===== config.mk =====
export PLATFORM = sky130hd
export DESIGN_NAME = branch_resolve_unit_flat
export DESIGN_NICKNAME = d
export VERILOG_FILES = /design/src/rtl/branch_resolve_unit_if.sv /design/src/rtl/branch_resolve_unit.sv /design/src/flat_wrapper.sv
export SDC_FILE = /design/constraint.sdc
export NUM_CORES = 1
export LEC_CHECK = 0
export ABC_AREA = 1
export BUFFER_PORTS_ARGS = -buffer_cell sky130_fd_sc_hd__buf_4
export CORE_ASPECT_RATIO = 2
export CORE_MARGIN = 2
export CORE_UTILIZATION = 55
export DETAILED_ROUTE_END_ITERATION = 8
export PLACE_DENSITY = 0.77
export SLEW_MARGIN = 20
export SYNTH_ARGS = -nofsm -noshare
export SYNTH_HDL_FRONTEND = slang
export SYNTH_SLANG_ARGS = --single-unit
export TNS_END_PERCENT = 100

===== constraint.sdc =====
create_clock -name clk -period 7.7 [get_ports clk]
set_clock_uncertainty 0.2 [all_clocks]
set_input_delay 0.77 -clock clk [delete_from_list [all_inputs] [get_ports clk]]
set_output_delay 0.77 -clock clk [all_outputs]
set_load 0.01 [all_outputs]

===== src/rtl/branch_resolve_unit_if.sv =====
// Fetch/execute-side signal bundle for the branch resolve unit.
// master = environment driving fetch/execute inputs, slave = the resolver.
interface branch_resolve_unit_if #(
  parameter int W_BTA = 32,
  parameter int W_CNT = 16
);
  logic             pushF;
  logic             hitF;
  logic [W_BTA-1:0] btaF;
  logic [W_BTA-1:0] pcF;
  logic             popE;
  logic             isBranchE;
  logic             branchTakenE;
  logic [W_BTA-1:0] aluBranchAddress;
  logic             redirectValid;
  logic [W_BTA-1:0] redirectPc;
  logic             flushF;
  logic             flushD;
  logic             btbUpdate;
  logic [W_BTA-1:0] btbPcPlus4;
  logic [W_BTA-1:0] btbTarget;
  logic [W_CNT-1:0] branchCount;
  logic [W_CNT-1:0] mispredictCount;
  logic             overflow;
  logic             underflow;

  modport master (
    output pushF, hitF, btaF, pcF, popE, isBranchE, branchTakenE, aluBranchAddress,
    input  redirectValid, redirectPc, flushF, flushD, btbUpdate, btbPcPlus4,
           btbTarget, branchCount, mispredictCount, overflow, underflow
  );

  modport slave (
    input  pushF, hitF, btaF, pcF, popE, isBranchE, branchTakenE, aluBranchAddress,
    output redirectValid, redirectPc, flushF, flushD, btbUpdate, btbPcPlus4,
           btbTarget, branchCount, mispredictCount, overflow, underflow
  );
endinterface


===== src/rtl/branch_resolve_unit.sv =====
// Tracks fetch-stage BTB predictions in order and resolves them in execute,
// producing redirect, timed flush and BTB update.
module branch_resolve_unit #(
  parameter int DEPTH          = 4,
  parameter int W_BTA          = 32,
  parameter int RECOVER_CYCLES = 2,
  parameter int W_CNT          = 16
) (
  input logic                  clk,
  input logic                  reset,
  branch_resolve_unit_if.slave bus
);

  localparam int PW = (DEPTH > 1) ? $clog2(DEPTH) : 1;
  localparam logic [PW:0] FULL_CNT = (PW+1)'(DEPTH);

  typedef struct packed {
    logic             hit;
    logic [W_BTA-1:0] bta;
    logic [W_BTA-1:0] pc;
  } entry_t;

  typedef enum logic {RUN, RECOVER} state_t;

  entry_t           mem [DEPTH];
  logic [PW-1:0]    rd_ptr, wr_ptr;
  logic [PW:0]      count;
  state_t           state, state_next;
  logic [3:0]       rcnt, rcnt_next;
  entry_t           head;
  logic             run, full, empty, pop_ok, push_ok, taken;
  logic             target_miss, false_taken, mispredict;
  logic [W_BTA-1:0] head_pc4, correct_pc;

  always_comb begin
    run         = (state == RUN);
    full        = (count == FULL_CNT);
    empty       = (count == '0);
    head        = mem[rd_ptr];
    pop_ok      = run && bus.popE && !empty;
    // a full queue still accepts a push when the oldest entry leaves this cycle
    push_ok     = run && bus.pushF && (!full || pop_ok);
    taken       = bus.isBranchE && bus.branchTakenE;
    head_pc4    = head.pc + W_BTA'(4);
    target_miss = pop_ok && taken && (!head.hit || (head.bta != bus.aluBranchAddress));
    false_taken = pop_ok && head.hit && !taken;
    mispredict  = target_miss || false_taken;
    correct_pc  = target_miss ? bus.aluBranchAddress : head_pc4;

    state_next = state;
    rcnt_next  = rcnt;
    case (state)
      RUN: begin
        if (mispredict) begin
          state_next = RECOVER;
          rcnt_next  = 4'(RECOVER_CYCLES - 1);
        end
      end
      RECOVER: begin
        if (rcnt == '0) state_next = RUN;
        else            rcnt_next  = rcnt - 4'd1;
      end
      default: state_next = RUN;
    endcase
  end

  assign bus.flushF = (state == RECOVER);
  assign bus.flushD = (state == RECOVER);

  always_ff @(posedge clk) begin
    if (!reset) begin
      state               <= RUN;
      rcnt                <= '0;
      rd_ptr              <= '0;
      wr_ptr              <= '0;
      count               <= '0;
      bus.redirectValid   <= 1'b0;
      bus.redirectPc      <= '0;
      bus.btbUpdate       <= 1'b0;
      bus.btbPcPlus4      <= '0;
      bus.btbTarget       <= '0;
      bus.branchCount     <= '0;
      bus.mispredictCount <= '0;
      bus.overflow        <= 1'b0;
      bus.underflow       <= 1'b0;
    end else begin
      state             <= state_next;
      rcnt              <= rcnt_next;
      bus.redirectValid <= mispredict;
      bus.redirectPc    <= mispredict ? correct_pc : '0;
      bus.btbUpdate     <= target_miss;
      bus.btbPcPlus4    <= target_miss ? head_pc4 : '0;
      bus.btbTarget     <= target_miss ? bus.aluBranchAddress : '0;

      if (pop_ok && bus.isBranchE && (bus.branchCount != '1))
        bus.branchCount <= bus.branchCount + W_CNT'(1);
      if (mispredict && (bus.mispredictCount != '1))
        bus.mispredictCount <= bus.mispredictCount + W_CNT'(1);
      if (run && bus.pushF && full && !pop_ok) bus.overflow  <= 1'b1;
      if (run && bus.popE && empty)            bus.underflow <= 1'b1;

      // wrong-path entries are discarded for the whole recovery window
      if (!run) begin
        rd_ptr <= '0;
        wr_ptr <= '0;
        count  <= '0;
      end else begin
        if (push_ok) wr_ptr <= wr_ptr + PW'(1);
        if (pop_ok)  rd_ptr <= rd_ptr + PW'(1);
        if (push_ok && !pop_ok)      count <= count + (PW+1)'(1);
        else if (pop_ok && !push_ok) count <= count - (PW+1)'(1);
      end
    end
  end

  always_ff @(posedge clk) begin
    if (reset && push_ok) mem[wr_ptr] <= {bus.hitF, bus.btaF, bus.pcF};
  end

endmodule


===== src/flat_wrapper.sv =====
// flat-port wrapper written by rule: the top's interface ports become plain ports
module branch_resolve_unit_flat 
#(
  parameter int DEPTH          = 4,
  parameter int W_BTA          = 32,
  parameter int RECOVER_CYCLES = 2,
  parameter int W_CNT          = 16
)
  (clk, reset, bus_pushF, bus_hitF, bus_btaF, bus_pcF, bus_popE, bus_isBranchE, bus_branchTakenE, bus_aluBranchAddress, bus_redirectValid, bus_redirectPc, bus_flushF, bus_flushD, bus_btbUpdate, bus_btbPcPlus4, bus_btbTarget, bus_branchCount, bus_mispredictCount, bus_overflow, bus_underflow);
  branch_resolve_unit_if #(.W_BTA(W_BTA), .W_CNT(W_CNT)) bus_i ();
  input logic clk;
  input logic reset;
  input wire logic [$bits(bus_i.pushF)-1:0] bus_pushF;
  input wire logic [$bits(bus_i.hitF)-1:0] bus_hitF;
  input wire logic [$bits(bus_i.btaF)-1:0] bus_btaF;
  input wire logic [$bits(bus_i.pcF)-1:0] bus_pcF;
  input wire logic [$bits(bus_i.popE)-1:0] bus_popE;
  input wire logic [$bits(bus_i.isBranchE)-1:0] bus_isBranchE;
  input wire logic [$bits(bus_i.branchTakenE)-1:0] bus_branchTakenE;
  input wire logic [$bits(bus_i.aluBranchAddress)-1:0] bus_aluBranchAddress;
  output wire logic [$bits(bus_i.redirectValid)-1:0] bus_redirectValid;
  output wire logic [$bits(bus_i.redirectPc)-1:0] bus_redirectPc;
  output wire logic [$bits(bus_i.flushF)-1:0] bus_flushF;
  output wire logic [$bits(bus_i.flushD)-1:0] bus_flushD;
  output wire logic [$bits(bus_i.btbUpdate)-1:0] bus_btbUpdate;
  output wire logic [$bits(bus_i.btbPcPlus4)-1:0] bus_btbPcPlus4;
  output wire logic [$bits(bus_i.btbTarget)-1:0] bus_btbTarget;
  output wire logic [$bits(bus_i.branchCount)-1:0] bus_branchCount;
  output wire logic [$bits(bus_i.mispredictCount)-1:0] bus_mispredictCount;
  output wire logic [$bits(bus_i.overflow)-1:0] bus_overflow;
  output wire logic [$bits(bus_i.underflow)-1:0] bus_underflow;
  assign bus_i.pushF = bus_pushF;
  assign bus_i.hitF = bus_hitF;
  assign bus_i.btaF = bus_btaF;
  assign bus_i.pcF = bus_pcF;
  assign bus_i.popE = bus_popE;
  assign bus_i.isBranchE = bus_isBranchE;
  assign bus_i.branchTakenE = bus_branchTakenE;
  assign bus_i.aluBranchAddress = bus_aluBranchAddress;
  assign bus_redirectValid = bus_i.redirectValid;
  assign bus_redirectPc = bus_i.redirectPc;
  assign bus_flushF = bus_i.flushF;
  assign bus_flushD = bus_i.flushD;
  assign bus_btbUpdate = bus_i.btbUpdate;
  assign bus_btbPcPlus4 = bus_i.btbPcPlus4;
  assign bus_btbTarget = bus_i.btbTarget;
  assign bus_branchCount = bus_i.branchCount;
  assign bus_mispredictCount = bus_i.mispredictCount;
  assign bus_overflow = bus_i.overflow;
  assign bus_underflow = bus_i.underflow;
  branch_resolve_unit #(.DEPTH(DEPTH), .W_BTA(W_BTA), .RECOVER_CYCLES(RECOVER_CYCLES), .W_CNT(W_CNT)) u_core (.clk(clk), .reset(reset), .bus(bus_i));
endmodule

==> impl_metrics.csv <==
group,metric,value,unit
status,status,"complete, no violations",
clock_network,clkTransAtPathRegs,0.07,ns
power,total_leakage_power,7.890,nW
clock_network,clk_path_buf_depth,3,
grt,grt_pass1_vias,12583,
grt,use_met2,52.25,%
critical_path,critPathLaunchType,"flip-flop",
sta,relSlewSlack,30.00,%
synthesis,synth.distinct_cells,46,
grt,gr-max-usage-layer,"met2",
clock_network,clock_sinks,406,
routing,drtIter0Drc,1106,
routing,viasPerCell,5.598,
grt,antenna_found_initial,4,
worst_hold_path,hp-class,"primary input to flip-flop",
critical_path,required,7.91,ns
grt,grt-ovfl-total,0,
routing,ant_nets,0,
clock_network,cts_tree,"yes",
routing,wl_per_cell,21.02,um
sta,clock.fmax,203.3,MHz
routing,totalWireLength,47130,um
power,power_frac_clock,29.8,%
sta,totalNegativeSetupSlack,0,ns
floorplan,rows,89,
synthesis,synth_area,16570,um2
clock_network,cts_hold_buf,0,
power,pwr-share-comb,25.0,%
layout,syn2layout_area_growth,17.76,%
synthesis,syn_nets,1745,
floorplan,die_x,126.7,um
clock_network,insertion_delay,0.53,ns
floorplan,io_pins,237,
critical_path,r2r_end,"u_core.bus.redirectPc[0]",
layout,layout_common_cells,"487 x nand2_1, 260 x edfxtp_1, 247 x buf_4",
grt,met1_usage,31.64,%
sta,finalSetupViolations,0,
critical_path,crit_path_max_fanout,81,
synthesis,yosysWarnings,0,
placed_design,dp_hpwl,33290,um
sta,rsz0062_at_grt,"false",
power,p_switching,1.842,mW
synthesis,ys_seq_area_share,64.77,%
synthesis,syn_avg_cell_area,10.15,um2
floorplan,dieHeight,249.4,um
worst_hold_path,hold_path_end,"u_core.mem[2][64]",
layout,fin_area,19510,um2
routing,first_pass_iters,5,
routing,drc,0,
floorplan,dieArea,31610,um2
critical_path,path_class,"flip-flop to flip-flop",
power,swShare,32.41,%
sta,period_minus_slack,4.918,ns
placed_design,placed_cell_area,18420,um2
layout,layout_commonest_cell,"nand2_1",
clock_network,ctsHtreeMaxLevel,2,
sta,worst_pin_slew,1.050,ns
floorplan,start_util,55.93,%
critical_path,r2r_slack,2.78,ns
placed_design,gp_congestion,0.9653,
placed_design,pre_cts_slack,2.838,ns
power,powerDensity,291.2,nW/um2
worst_hold_path,hold_start,"bus_hitF",
critical_path,cp-end-kind,"flip-flop",
grt,grt_use_met3,4.094,%
power,p_int,3.840,mW
worst_hold_path,holdPathStages,1,
grt,gr-usage-all-layers,29.54,%
job,cap_violations,0,
grt,grt_first_pass_wirelength,70250,um
sta,hold_viol_final,0,
floorplan,fp.coreArea,29620,um2
sta,hold_ws,0.2424,ns
power,ir_drop,0.2697,mV
power,seqPwrFrac,45.2,%
grt,grt_start_max_net_pins,97,
layout,nets,1962,
clock_network,cts_buffers,35,
synthesis,netlist_instances,1632,
critical_path,rr_worst_depth,17,
layout,drive_gt1_share,18.09,%
critical_path,cp.arrival,5.13,ns
sta,finalMaxSlewViolations,0,
sta,fin_crit_sh,63.87,%
clock_network,ctsResizeCount,0,
clock_network,cts_root_buffer,"clkbuf_16",
placed_design,portBuffers,236,
routing,vias,12551,
sta,fin_ws,2.782,ns
synthesis,synth-seq-cells,406,
clock_network,postCtsSetupBuffers,0,
[metal layers]
metal	wire length (um)	share of wire, %
met4	3899	8.3
met3	2765	5.9
met2	24390	52
met1	16070	34
met5	0	0
[cell usage after synthesis, drive strengths merged]
cell	count	share of area [%]
a211oi	2	0.091
a21oi	81	2.5
a31o	1	0.053
a31oi	3	0.11
a32o	3	0.18
a32oi	4	0.30
and2	2	0.076
and3	2	0.076
and3b	1	0.053
buf	58	2.8
clkbuf	9	0.20
dfxtp	146	18
edfxtp	260	47
fa	1	0.12
ha	9	0.68
inv	97	2.2
nand2	492	11
nand3	170	5.1
nand3b	10	0.45
nand4	9	0.34
nor2	162	3.9
nor3	18	0.67
nor3b	2	0.15
nor4	2	0.076
o211ai	1	0.045
o21a	9	0.41
o21ai	29	0.88
o21bai	1	0.045
o22ai	2	0.076
or2	2	0.076
xnor2	12	0.63
xor2	32	1.7
[cell type report]
| cell class | count | area (um2) |
|---|---|---|
| tap | 364 | 455.4 |
| inverter | 97 | 371.6 |
| antenna | 4 | 10.01 |
| timing repair buffer | 247 | 1854 |
| fill | 2317 | 10110 |
| clock buffer | 40 | 914.6 |
| multi-input combinational | 1062 | 5000 |
| sequential | 406 | 10740 |
| clock inverter | 22 | 167.7 |
[worst max path at each step]
stage                          from                       end  cells after the start
after global routing      flip-flop  u_core.bus.redirectPc[9]                     17
after CTS                 flip-flop  u_core.bus.redirectPc[0]                     17
after floorplan            bus_popE          u_core.mem[0][0]                      8
final                     flip-flop  u_core.bus.redirectPc[0]                     17
after detailed placement  flip-flop  u_core.bus.redirectPc[0]                     17
after global placement    flip-flop  u_core.bus.redirectPc[8]                     17
[kinds of logic (layout without fill, tap and decap cells)]
family	after synthesis	count (layout)	share of synthesized area (%)
other	0	4	0
adders and majority gates	10	10	0.8006
buffers and inverters	164	406	5.227
and+or+nand+nor	872	872	22.21
DFF	406	406	64.77
xor gates and xnor gates	44	44	2.326
AOI/OAI and AO/OA	136	136	4.660
[registers in the layout, summed over array words and instances, names as in the netlist, named ones only]
| name | flops |
|---|---|
| u_core.count | 3 |
| u_core.mem | 260 |
| u_core.bus.mispredictCount | 16 |
| u_core.bus.redirectPc | 32 |
| u_core.bus.underflow | 1 |
| u_core.rcnt | 4 |
| u_core.wr_ptr | 2 |
| u_core.bus.btbUpdate | 1 |
| u_core.bus.flushD | 1 |
| u_core.bus.redirectValid | 1 |
| u_core.bus.btbTarget | 32 |
| u_core.bus.overflow | 1 |
| u_core.rd_ptr | 2 |
| u_core.bus.btbPcPlus4 | 32 |
| u_core.bus.branchCount | 16 |
[power by group through the flow]
| stage | Clock (mW) | Combinational (mW) | Sequential (mW) |
|---|---|---|---|
| floorplan | 0 | 1.00 | 2.60 |
| global placement | 0 | 1.36 | 2.61 |
| detailed placement | 0 | 1.40 | 2.61 |
| CTS | 1.71 | 1.42 | 2.57 |
| global route | 1.79 | 1.56 | 2.58 |
| finish | 1.69 | 1.42 | 2.57 |
[worst max-delay path, cell delays in order (launching register included)]
cell	delay, ns
dfxtp_4	0.47
inv_4	0.62
buf_4	0.58
nand2_1	0.13
nand3_1	0.10
nand2_1	0.10
nand2_1	0.08
o21ai_0	0.09
nor2_1	0.13
nand3_1	0.08
nor2_1	0.10
nand3_1	0.10
nand2_1	0.07
buf_4	0.39
nand2_2	0.42
nand2_2	0.64
inv_1	0.23
o21a_1	0.16
[metrics by stage]
stage	std cells	util, %	power, mW
after global routing	2242	65.86	5.937
after floorplan	1632	-	3.602
after detailed placement	2176	62.17	4.016
after CTS	2238	65.83	5.690
final	2242	65.86	5.681
after global placement	2176	62.17	3.972
Power figures use the tool's default switching activity.
